--- src/rtl/sc_instr_sequencer_pkg.sv ---
// Shared definitions for the instruction sequencer: field widths, opcodes,
// ALU select codes, state encodings, idle control word and flag positions.
package sc_instr_sequencer_pkg;

  localparam int DATAWIDTH_DECODER_SELECTION    = 3;
  localparam int DATAWIDTH_MUX_SELECTION        = 3;
  localparam int DATAWIDTH_ALU_SELECTION        = 4;
  localparam int DATAWIDTH_REGSHIFTER_SELECTION = 2;
  localparam int DATAWIDTH_OPCODE               = 4;

  localparam logic [3:0] OP_NOP  = 4'b0000;
  localparam logic [3:0] OP_MOV  = 4'b0001;
  localparam logic [3:0] OP_OR   = 4'b0010;
  localparam logic [3:0] OP_AND  = 4'b0011;
  localparam logic [3:0] OP_NOTA = 4'b0100;
  localparam logic [3:0] OP_XOR  = 4'b0101;
  localparam logic [3:0] OP_ADD  = 4'b1000;
  localparam logic [3:0] OP_SUB  = 4'b1001;
  localparam logic [3:0] OP_INC  = 4'b1010;
  localparam logic [3:0] OP_DEC  = 4'b1011;
  localparam logic [3:0] OP_SHL  = 4'b1100;
  localparam logic [3:0] OP_SHR  = 4'b1101;

  localparam logic [3:0] ALU_PASS = 4'b0000;
  localparam logic [3:0] ALU_OR   = 4'b0001;
  localparam logic [3:0] ALU_AND  = 4'b0010;
  localparam logic [3:0] ALU_NOTA = 4'b0011;
  localparam logic [3:0] ALU_XOR  = 4'b0100;
  localparam logic [3:0] ALU_ADD  = 4'b1000;
  localparam logic [3:0] ALU_SUB  = 4'b1001;
  localparam logic [3:0] ALU_INC  = 4'b1010;
  localparam logic [3:0] ALU_DEC  = 4'b1011;

  typedef enum logic [2:0] {
    ST_IDLE  = 3'd0,
    ST_READ  = 3'd1,
    ST_LOAD  = 3'd2,
    ST_SHIFT = 3'd3,
    ST_WRITE = 3'd4
  } state_t;

  // Idle control word: nothing selected, shifter holding its value
  localparam logic [2:0] IDLE_DECODER = 3'b111;
  localparam logic [2:0] IDLE_MUX     = 3'b111;
  localparam logic [3:0] IDLE_ALU     = 4'b1111;
  localparam logic       IDLE_LOAD    = 1'b1;
  localparam logic [1:0] IDLE_SHIFT   = 2'b11;

  localparam logic [1:0] SHIFT_LEFT   = 2'b01;
  localparam logic [1:0] SHIFT_RIGHT  = 2'b10;

  // Highest legal destination register and highest legal source select
  localparam logic [2:0] MAX_DST = 3'd3;
  localparam logic [2:0] MAX_SRC = 3'd5;

  // Bit positions of {V,C,N,Z} inside the latched flag vector
  localparam int FLAG_V = 3;
  localparam int FLAG_C = 2;
  localparam int FLAG_N = 1;
  localparam int FLAG_Z = 0;

endpackage

--- src/rtl/sc_instr_decode.sv ---
// Combinational instruction decode: maps the opcode onto an ALU select code,
// classifies it (unary, shift direction, NOP) and flags illegal instructions.
module sc_instr_decode
  import sc_instr_sequencer_pkg::*;
(
  input  logic [DATAWIDTH_OPCODE-1:0]               opcode,
  input  logic [DATAWIDTH_DECODER_SELECTION-1:0]    dst,
  input  logic [DATAWIDTH_MUX_SELECTION-1:0]        src_a,
  input  logic [DATAWIDTH_MUX_SELECTION-1:0]        src_b,
  output logic [DATAWIDTH_ALU_SELECTION-1:0]        alu_sel,
  output logic                                      unary,
  output logic [DATAWIDTH_REGSHIFTER_SELECTION-1:0] shift_sel,
  output logic                                      nop,
  output logic                                      illegal
);

  logic op_legal;

  // Opcode table; SrcA is used by every non-NOP op, SrcB only by binary ops
  always_comb begin
    alu_sel   = IDLE_ALU;
    unary     = 1'b0;
    shift_sel = IDLE_SHIFT;
    nop       = 1'b0;
    op_legal  = 1'b1;
    case (opcode)
      OP_NOP:  nop = 1'b1;
      OP_MOV:  begin alu_sel = ALU_PASS; unary = 1'b1; end
      OP_OR:   alu_sel = ALU_OR;
      OP_AND:  alu_sel = ALU_AND;
      OP_NOTA: begin alu_sel = ALU_NOTA; unary = 1'b1; end
      OP_XOR:  alu_sel = ALU_XOR;
      OP_ADD:  alu_sel = ALU_ADD;
      OP_SUB:  alu_sel = ALU_SUB;
      OP_INC:  begin alu_sel = ALU_INC; unary = 1'b1; end
      OP_DEC:  begin alu_sel = ALU_DEC; unary = 1'b1; end
      OP_SHL:  begin alu_sel = ALU_PASS; unary = 1'b1; shift_sel = SHIFT_LEFT; end
      OP_SHR:  begin alu_sel = ALU_PASS; unary = 1'b1; shift_sel = SHIFT_RIGHT; end
      default: op_legal = 1'b0;
    endcase
    illegal = !op_legal
           || (dst > MAX_DST)
           || (!nop && (src_a > MAX_SRC))
           || (!nop && !unary && (src_b > MAX_SRC));
  end

endmodule

--- src/rtl/sc_instr_sequencer.sv ---
// Instruction-level sequencer: accepts one register-to-register instruction
// per handshake and expands it into read / load / shift / write-back control.
module sc_instr_sequencer
  import sc_instr_sequencer_pkg::*;
(
  input  logic                                      SC_INSTRSEQ_CLOCK_50,
  input  logic                                      SC_INSTRSEQ_Reset_InHigh,
  input  logic                                      SC_INSTRSEQ_InstrValid_InHigh,
  input  logic [DATAWIDTH_OPCODE-1:0]               SC_INSTRSEQ_InstrOpcode_In,
  input  logic [DATAWIDTH_DECODER_SELECTION-1:0]    SC_INSTRSEQ_InstrDst_In,
  input  logic [DATAWIDTH_MUX_SELECTION-1:0]        SC_INSTRSEQ_InstrSrcA_In,
  input  logic [DATAWIDTH_MUX_SELECTION-1:0]        SC_INSTRSEQ_InstrSrcB_In,
  input  logic                                      SC_INSTRSEQ_Overflow_InLow,
  input  logic                                      SC_INSTRSEQ_Carry_InLow,
  input  logic                                      SC_INSTRSEQ_Negative_InLow,
  input  logic                                      SC_INSTRSEQ_Zero_InLow,
  output logic                                      SC_INSTRSEQ_InstrReady_OutHigh,
  output logic                                      SC_INSTRSEQ_Done_OutHigh,
  output logic                                      SC_INSTRSEQ_Error_OutHigh,
  output logic [3:0]                                SC_INSTRSEQ_Flags_Out,
  output logic [DATAWIDTH_DECODER_SELECTION-1:0]    SC_INSTRSEQ_DecoderSelectionWrite_Out,
  output logic [DATAWIDTH_MUX_SELECTION-1:0]        SC_INSTRSEQ_MUXSelectionBUSA_Out,
  output logic [DATAWIDTH_MUX_SELECTION-1:0]        SC_INSTRSEQ_MUXSelectionBUSB_Out,
  output logic [DATAWIDTH_ALU_SELECTION-1:0]        SC_INSTRSEQ_ALUSelection_Out,
  output logic                                      SC_INSTRSEQ_RegSHIFTERLoad_OutLow,
  output logic [DATAWIDTH_REGSHIFTER_SELECTION-1:0] SC_INSTRSEQ_RegSHIFTERShiftSelection_OutLow
);

  state_t state;

  logic [DATAWIDTH_ALU_SELECTION-1:0]        dec_alu_sel;
  logic                                      dec_unary;
  logic [DATAWIDTH_REGSHIFTER_SELECTION-1:0] dec_shift_sel;
  logic                                      dec_nop;
  logic                                      dec_illegal;

  logic [DATAWIDTH_DECODER_SELECTION-1:0]    lat_dst;
  logic [DATAWIDTH_MUX_SELECTION-1:0]        lat_src_a;
  logic [DATAWIDTH_MUX_SELECTION-1:0]        lat_src_b;
  logic [DATAWIDTH_ALU_SELECTION-1:0]        lat_alu_sel;
  logic                                      lat_unary;
  logic [DATAWIDTH_REGSHIFTER_SELECTION-1:0] lat_shift_sel;
  logic                                      lat_write_en;
  logic                                      lat_illegal;
  logic [3:0]                                flags_reg;

  // Decode the incoming fields so the IDLE state can pick the next state and
  // latch the classification together with the raw fields.
  sc_instr_decode u_decode (
    .opcode    (SC_INSTRSEQ_InstrOpcode_In),
    .dst       (SC_INSTRSEQ_InstrDst_In),
    .src_a     (SC_INSTRSEQ_InstrSrcA_In),
    .src_b     (SC_INSTRSEQ_InstrSrcB_In),
    .alu_sel   (dec_alu_sel),
    .unary     (dec_unary),
    .shift_sel (dec_shift_sel),
    .nop       (dec_nop),
    .illegal   (dec_illegal)
  );

  // State register, instruction field latches and flag capture at the end of LOAD
  always_ff @(posedge SC_INSTRSEQ_CLOCK_50 or posedge SC_INSTRSEQ_Reset_InHigh) begin
    if (SC_INSTRSEQ_Reset_InHigh) begin
      state         <= ST_IDLE;
      lat_dst       <= '0;
      lat_src_a     <= '0;
      lat_src_b     <= '0;
      lat_alu_sel   <= '0;
      lat_unary     <= 1'b0;
      lat_shift_sel <= '0;
      lat_write_en  <= 1'b0;
      lat_illegal   <= 1'b0;
      flags_reg     <= 4'b0000;
    end else begin
      case (state)
        ST_IDLE: begin
          if (SC_INSTRSEQ_InstrValid_InHigh) begin
            lat_dst       <= SC_INSTRSEQ_InstrDst_In;
            lat_src_a     <= SC_INSTRSEQ_InstrSrcA_In;
            lat_src_b     <= SC_INSTRSEQ_InstrSrcB_In;
            lat_alu_sel   <= dec_alu_sel;
            lat_unary     <= dec_unary;
            lat_shift_sel <= dec_shift_sel;
            lat_write_en  <= !dec_illegal && !dec_nop;
            lat_illegal   <= dec_illegal;
            state         <= (dec_illegal || dec_nop) ? ST_WRITE : ST_READ;
          end
        end
        ST_READ:  state <= ST_LOAD;
        ST_LOAD: begin
          flags_reg[FLAG_V] <= !SC_INSTRSEQ_Overflow_InLow;
          flags_reg[FLAG_C] <= !SC_INSTRSEQ_Carry_InLow;
          flags_reg[FLAG_N] <= !SC_INSTRSEQ_Negative_InLow;
          flags_reg[FLAG_Z] <= !SC_INSTRSEQ_Zero_InLow;
          state <= (lat_shift_sel != IDLE_SHIFT) ? ST_SHIFT : ST_WRITE;
        end
        ST_SHIFT: state <= ST_WRITE;
        ST_WRITE: state <= ST_IDLE;
        default:  state <= ST_IDLE;
      endcase
    end
  end

  // Control word decode from state and latched fields; idle word unless overridden
  always_comb begin
    SC_INSTRSEQ_InstrReady_OutHigh              = 1'b0;
    SC_INSTRSEQ_Done_OutHigh                    = 1'b0;
    SC_INSTRSEQ_Error_OutHigh                   = 1'b0;
    SC_INSTRSEQ_DecoderSelectionWrite_Out       = IDLE_DECODER;
    SC_INSTRSEQ_MUXSelectionBUSA_Out            = IDLE_MUX;
    SC_INSTRSEQ_MUXSelectionBUSB_Out            = IDLE_MUX;
    SC_INSTRSEQ_ALUSelection_Out                = IDLE_ALU;
    SC_INSTRSEQ_RegSHIFTERLoad_OutLow           = IDLE_LOAD;
    SC_INSTRSEQ_RegSHIFTERShiftSelection_OutLow = IDLE_SHIFT;
    case (state)
      ST_IDLE: SC_INSTRSEQ_InstrReady_OutHigh = 1'b1;
      ST_READ, ST_LOAD: begin
        SC_INSTRSEQ_MUXSelectionBUSA_Out  = lat_src_a;
        SC_INSTRSEQ_MUXSelectionBUSB_Out  = lat_unary ? IDLE_MUX : lat_src_b;
        SC_INSTRSEQ_ALUSelection_Out      = lat_alu_sel;
        SC_INSTRSEQ_RegSHIFTERLoad_OutLow = (state == ST_READ);
      end
      ST_SHIFT: SC_INSTRSEQ_RegSHIFTERShiftSelection_OutLow = lat_shift_sel;
      ST_WRITE: begin
        if (lat_write_en) SC_INSTRSEQ_DecoderSelectionWrite_Out = lat_dst;
        SC_INSTRSEQ_Done_OutHigh  = !lat_illegal;
        SC_INSTRSEQ_Error_OutHigh = lat_illegal;
      end
      default: ;
    endcase
  end

  assign SC_INSTRSEQ_Flags_Out = flags_reg;

endmodule

--- config.mk ---
export PLATFORM = sky130hd
export DESIGN_NAME = sc_instr_sequencer
export DESIGN_NICKNAME = d
export VERILOG_FILES = /design/src/rtl/sc_instr_sequencer_pkg.sv /design/src/rtl/sc_instr_decode.sv /design/src/rtl/sc_instr_sequencer.sv
export SDC_FILE = /design/constraint.sdc
export NUM_CORES = 1
export LEC_CHECK = 0
export CORE_MARGIN = 5
export CORE_UTILIZATION = 49
export DETAILED_ROUTE_END_ITERATION = 6
export GPL_TIMING_DRIVEN = 0
export PLACE_DENSITY = 0.84
export SLEW_MARGIN = 40
export SYNTH_ARGS = -nofsm -noshare
export SYNTH_HDL_FRONTEND = slang
export SYNTH_SLANG_ARGS = --single-unit
--- constraint.sdc ---
create_clock -name SC_INSTRSEQ_CLOCK_50 -period 2.4 [get_ports SC_INSTRSEQ_CLOCK_50]
set_input_delay 0.48 -clock SC_INSTRSEQ_CLOCK_50 [delete_from_list [all_inputs] [get_ports SC_INSTRSEQ_CLOCK_50]]
set_output_delay 0.48 -clock SC_INSTRSEQ_CLOCK_50 [all_outputs]
set_load 0.01 [all_outputs]
==> run summary <==
Outcome = complete, no violations
Total of flip-flops plus latches after synthesis = 25
Maximum frequency from static timing analysis = 436 MHz
Worst setup EP type = output port
Net count, final = 219
Initial antenna violation count = 0
Layout cell share with drive strength beyond 1 = 11.6%
Worst-margin pin slew = 0.527 ns
Standard cell with the maximum stage delay on the critical path = sky130_fd_sc_hd__dfrtp_1
Antenna diode instance count = 0
Setup-failing EPs final = 0
Core Area = 2520 µm²
Final Cycle Share = 95.5%
Critical Path Source Type = flop
Remaining global-route overflow = 0
Fin. Hold Viols = 0
First-iteration detailed-routing DRC count = 27
Maximum ir drop on the vdd rail = 751 µV
CP endpoint = SC_INSTRSEQ_MUXSelectionBUSB_Out[1]
Final routed DRC violation total = 0
Endpoint arrival time on the critical path = 1.81 ns
Relative max-transition margin = 64.8%
CP startpoint = state[0]$_DFFE_PP0P_
Distinct cell type count of the synthesized netlist = 36
RSZ-0062 raised after global routing = false
Source-to-sink clock delay at the later pin of the worst-skew pair = 0.32 ns
Row count = 18
Synthesized instance count = 151
Cell total after placement = 223
Clock tree from TritonCTS = yes
Number of cell instances on the worst register-to-register path = 7
RePlAce Congestion = 0.833
Number of I/O port buffers = 42
Synth-to-layout area growth = 40.5%
Routed vias = 1236
Number of max-slew violations in the final report = 0
Kind of critical path = reg2out
Worst setup skew after layout = 0.00464 ns
Die Span Y = 61.9 µm
Clock sinks = 25
Max H-tree Level = 1
Die X = 61.9 µm
Static Leakage = 0.000788 µW
Synth Cell Area = 1320 µm²
Detail Placement HPWL = 2470 µm
Root Buffer = sky130_fd_sc_hd__clkbuf_4
Critical-path cell list = buf_6 > xnor2_4 > or4_1 > dlygate4sd2_1
Worst reg2reg path endpoint = lat_src_a[2]$_DFFE_PP0P_
Maximum number of pins on one net before global-route repair = 26
CTS Hold Buffers Added = 0
Clock buffer count from CTS = 3
Number of max-capacitance violations reported = 0
Final Non-Filler Cells = 228
Total wirelength of the detailed-routed design = 3270 µm
Average wire per cell in the routed design = 14.3 µm
Period minus WS final = 2.29 ns
Power density cells = 1080 nW/µm²
Initial cell density of the core = 52.4%
Number of global-route vias before repair = 1153
Reg-to-reg startpoint = state[1]$_DFFE_PP0P_
Worst slack at placement = 0.175 ns
Count of yosys warnings during synthesis = 0
Class of the tightest hold or removal check = reg2reg
Mean area per synthesized cell = 8.75 µm²
Syn nets = 171
Global-route wire length before repair = 5130 µm
Critical Path Fanout Max = 10
Number of nets still failing antenna checks after routing = 0
Drt first pass iters = 4
Final critical-path setup slack = 0.107 ns
Sequential area share after synthesis = 47.3%
End-of-flow core utilization = 73.6%
Register clock-pin slew on the reported worst setup and hold paths = 0.14 ns
Data required time at the worst endpoint = 1.92 ns
Filler cells = 188
Post-detailed-route via-to-cell ratio = 5.42
Worst stage delay on the critical path = 0.44 ns
Total GRT Usage = 18.2%
R2R setup slack = 0.95 ns
Num ports = 43
Maximum clock path buffer count = 2
Final-layout setup total negative slack = 0 ns
Total die area = 3830 µm²
where the power goes:
group / switching [µW] / leakage (µW) / total, µW / internal [µW]
sequential: 119 / 0.000301 / 737 / 618
combinational: 544 / 0.000472 / 1090 / 542
clock: 125 / 0.0000150 / 190 / 65.0
total: 788 / 0.000788 / 2010 / 1230
layout by cell type (no fill, tap or decap), types with 3 or more instances in the layout:
cell type                          n
sky130_fd_sc_hd__or3_1             8
sky130_fd_sc_hd__or4_1             6
sky130_fd_sc_hd__nand3b_1          3
sky130_fd_sc_hd__a31oi_1           3
sky130_fd_sc_hd__clkdlybuf4s50_1  28
sky130_fd_sc_hd__buf_4             5
sky130_fd_sc_hd__nor2_1           11
sky130_fd_sc_hd__dfrtp_1          24
sky130_fd_sc_hd__dlygate4sd2_1     4
sky130_fd_sc_hd__buf_2             5
sky130_fd_sc_hd__o21ai_1           8
sky130_fd_sc_hd__nand2_1          43
sky130_fd_sc_hd__clkbuf_4          3
sky130_fd_sc_hd__a21oi_1           4
sky130_fd_sc_hd__dlymetal6s2s_1   10
kinds of logic after synthesis:
| kind of cell | after synthesis | share of synthesized area (%) |
|---|---|---|
| muxes | 1 | 0.758 |
| AOI/OAI and AO/OA | 25 | 12.2 |
| DFF | 25 | 47.3 |
| buffers and inverters | 12 | 5.30 |
| xor gates and xnor gates | 2 | 1.33 |
| and+or+nand+nor | 86 | 33.0 |
worst min-delay path by stage:
stage / cells past startpoint / startpoint / slack [ns] / end
after floorplan: 2 / lat_dst[0]$_DFFE_PP0P_ / 0.44 / lat_dst[0]$_DFFE_PP0P_
after global placement: 2 / lat_src_a[1]$_DFFE_PP0P_ / 0.45 / lat_src_a[1]$_DFFE_PP0P_
after detailed placement: 2 / lat_src_b[2]$_DFFE_PP0P_ / 0.46 / lat_src_b[2]$_DFFE_PP0P_
after CTS: 2 / lat_src_b[2]$_DFFE_PP0P_ / 0.49 / lat_src_b[2]$_DFFE_PP0P_
after global routing: 2 / lat_src_a[1]$_DFFE_PP0P_ / 0.51 / lat_src_a[1]$_DFFE_PP0P_
final: 2 / lat_src_b[2]$_DFFE_PP0P_ / 0.49 / lat_src_b[2]$_DFFE_PP0P_
synthesized netlist by cell type, drive strengths merged:
library cell	number	area share (%)
a21oi	4	1.5
nand2b	2	0.95
a31oi	3	1.4
and3	1	0.47
a41oi	1	0.66
o2bb2ai	1	0.66
or3b	2	1.3
nand4b	1	0.66
o22ai	1	0.47
buf	9	4.5
dfrtp	25	47
nor2b	2	0.95
o22a	1	0.66
or4	7	4.3
clkbuf	2	0.57
nand3b	3	1.7
inv	1	0.28
nor3	1	1.2
and2	2	0.95
xnor2	1	0.66
mux2i	1	0.76
o21ai	10	3.8
o21bai	1	0.57
xor2	1	0.66
nand2	44	13
or3	8	3.8
a221oi	2	1.8
a22o	1	0.66
nor2	11	3.1
or2	2	0.95
critical path: cells and delay by family, from the launching register on:
kind	cells	cell delay, ns
simple gates	1	0.43
xor+xnor	1	0.17
flops	1	0.44
buf+inv	2	0.46
registers in the layout (all words and copies together), names as in the netlist:
register	flops
SC_INSTRSEQ_Flags_Out	4
lat_alu_sel	4
lat_dst	3
lat_src_a	3
lat_src_b	3
state	3
lat_shift_sel	2
lat_illegal	1
lat_unary	1
lat_write_en	1
per-layer routing:
layer / vias to the layer above / global-route usage (%) / wire, µm / part of all wire, %
li1: 616 / - / - / -
met1: 584 / 21.6 / 1380 / 42
met2: 32 / 33.3 / 1650 / 51
met3: 4 / 1.65 / 178 / 5.5
met4: 0 / 7.58 / 57 / 1.7
met5: - / 0 / 0 / 0
what timing repair did:
action                                  4_1_cts  5_1_grt
endpoints found under the setup margin       13       10
pin swaps                                     0        0
cloned                                        0        0
setup buffers                                 1        0
gates resized for setup                       9       11
per-stage QoR:
step | cell area [µm²] | hold WS (ns) | total power (µW)
after CTS | 1830 | 0.487 | 2040
after detailed placement | 1780 | 0.456 | 1820
after global placement | 1780 | 0.451 | 1780
after floorplan | 1320 | 0.438 | 1350
final | 1860 | 0.485 | 2010
after global routing | 1860 | 0.515 | 2180
layout make-up:
cell class	count	area (µm²)	share of cell area, %
Sequential cell	25	627	33.8
Timing Repair Buffer	43	448	24.1
Inverter	1	3.75	0.202
Buffer	11	70.1	3.77
Multi-Input combinational cell	114	644	34.7
Tap cell	30	37.5	2.02
Clock buffer	4	26.3	1.42
Note: power is estimated with default switching activity, not from simulation.
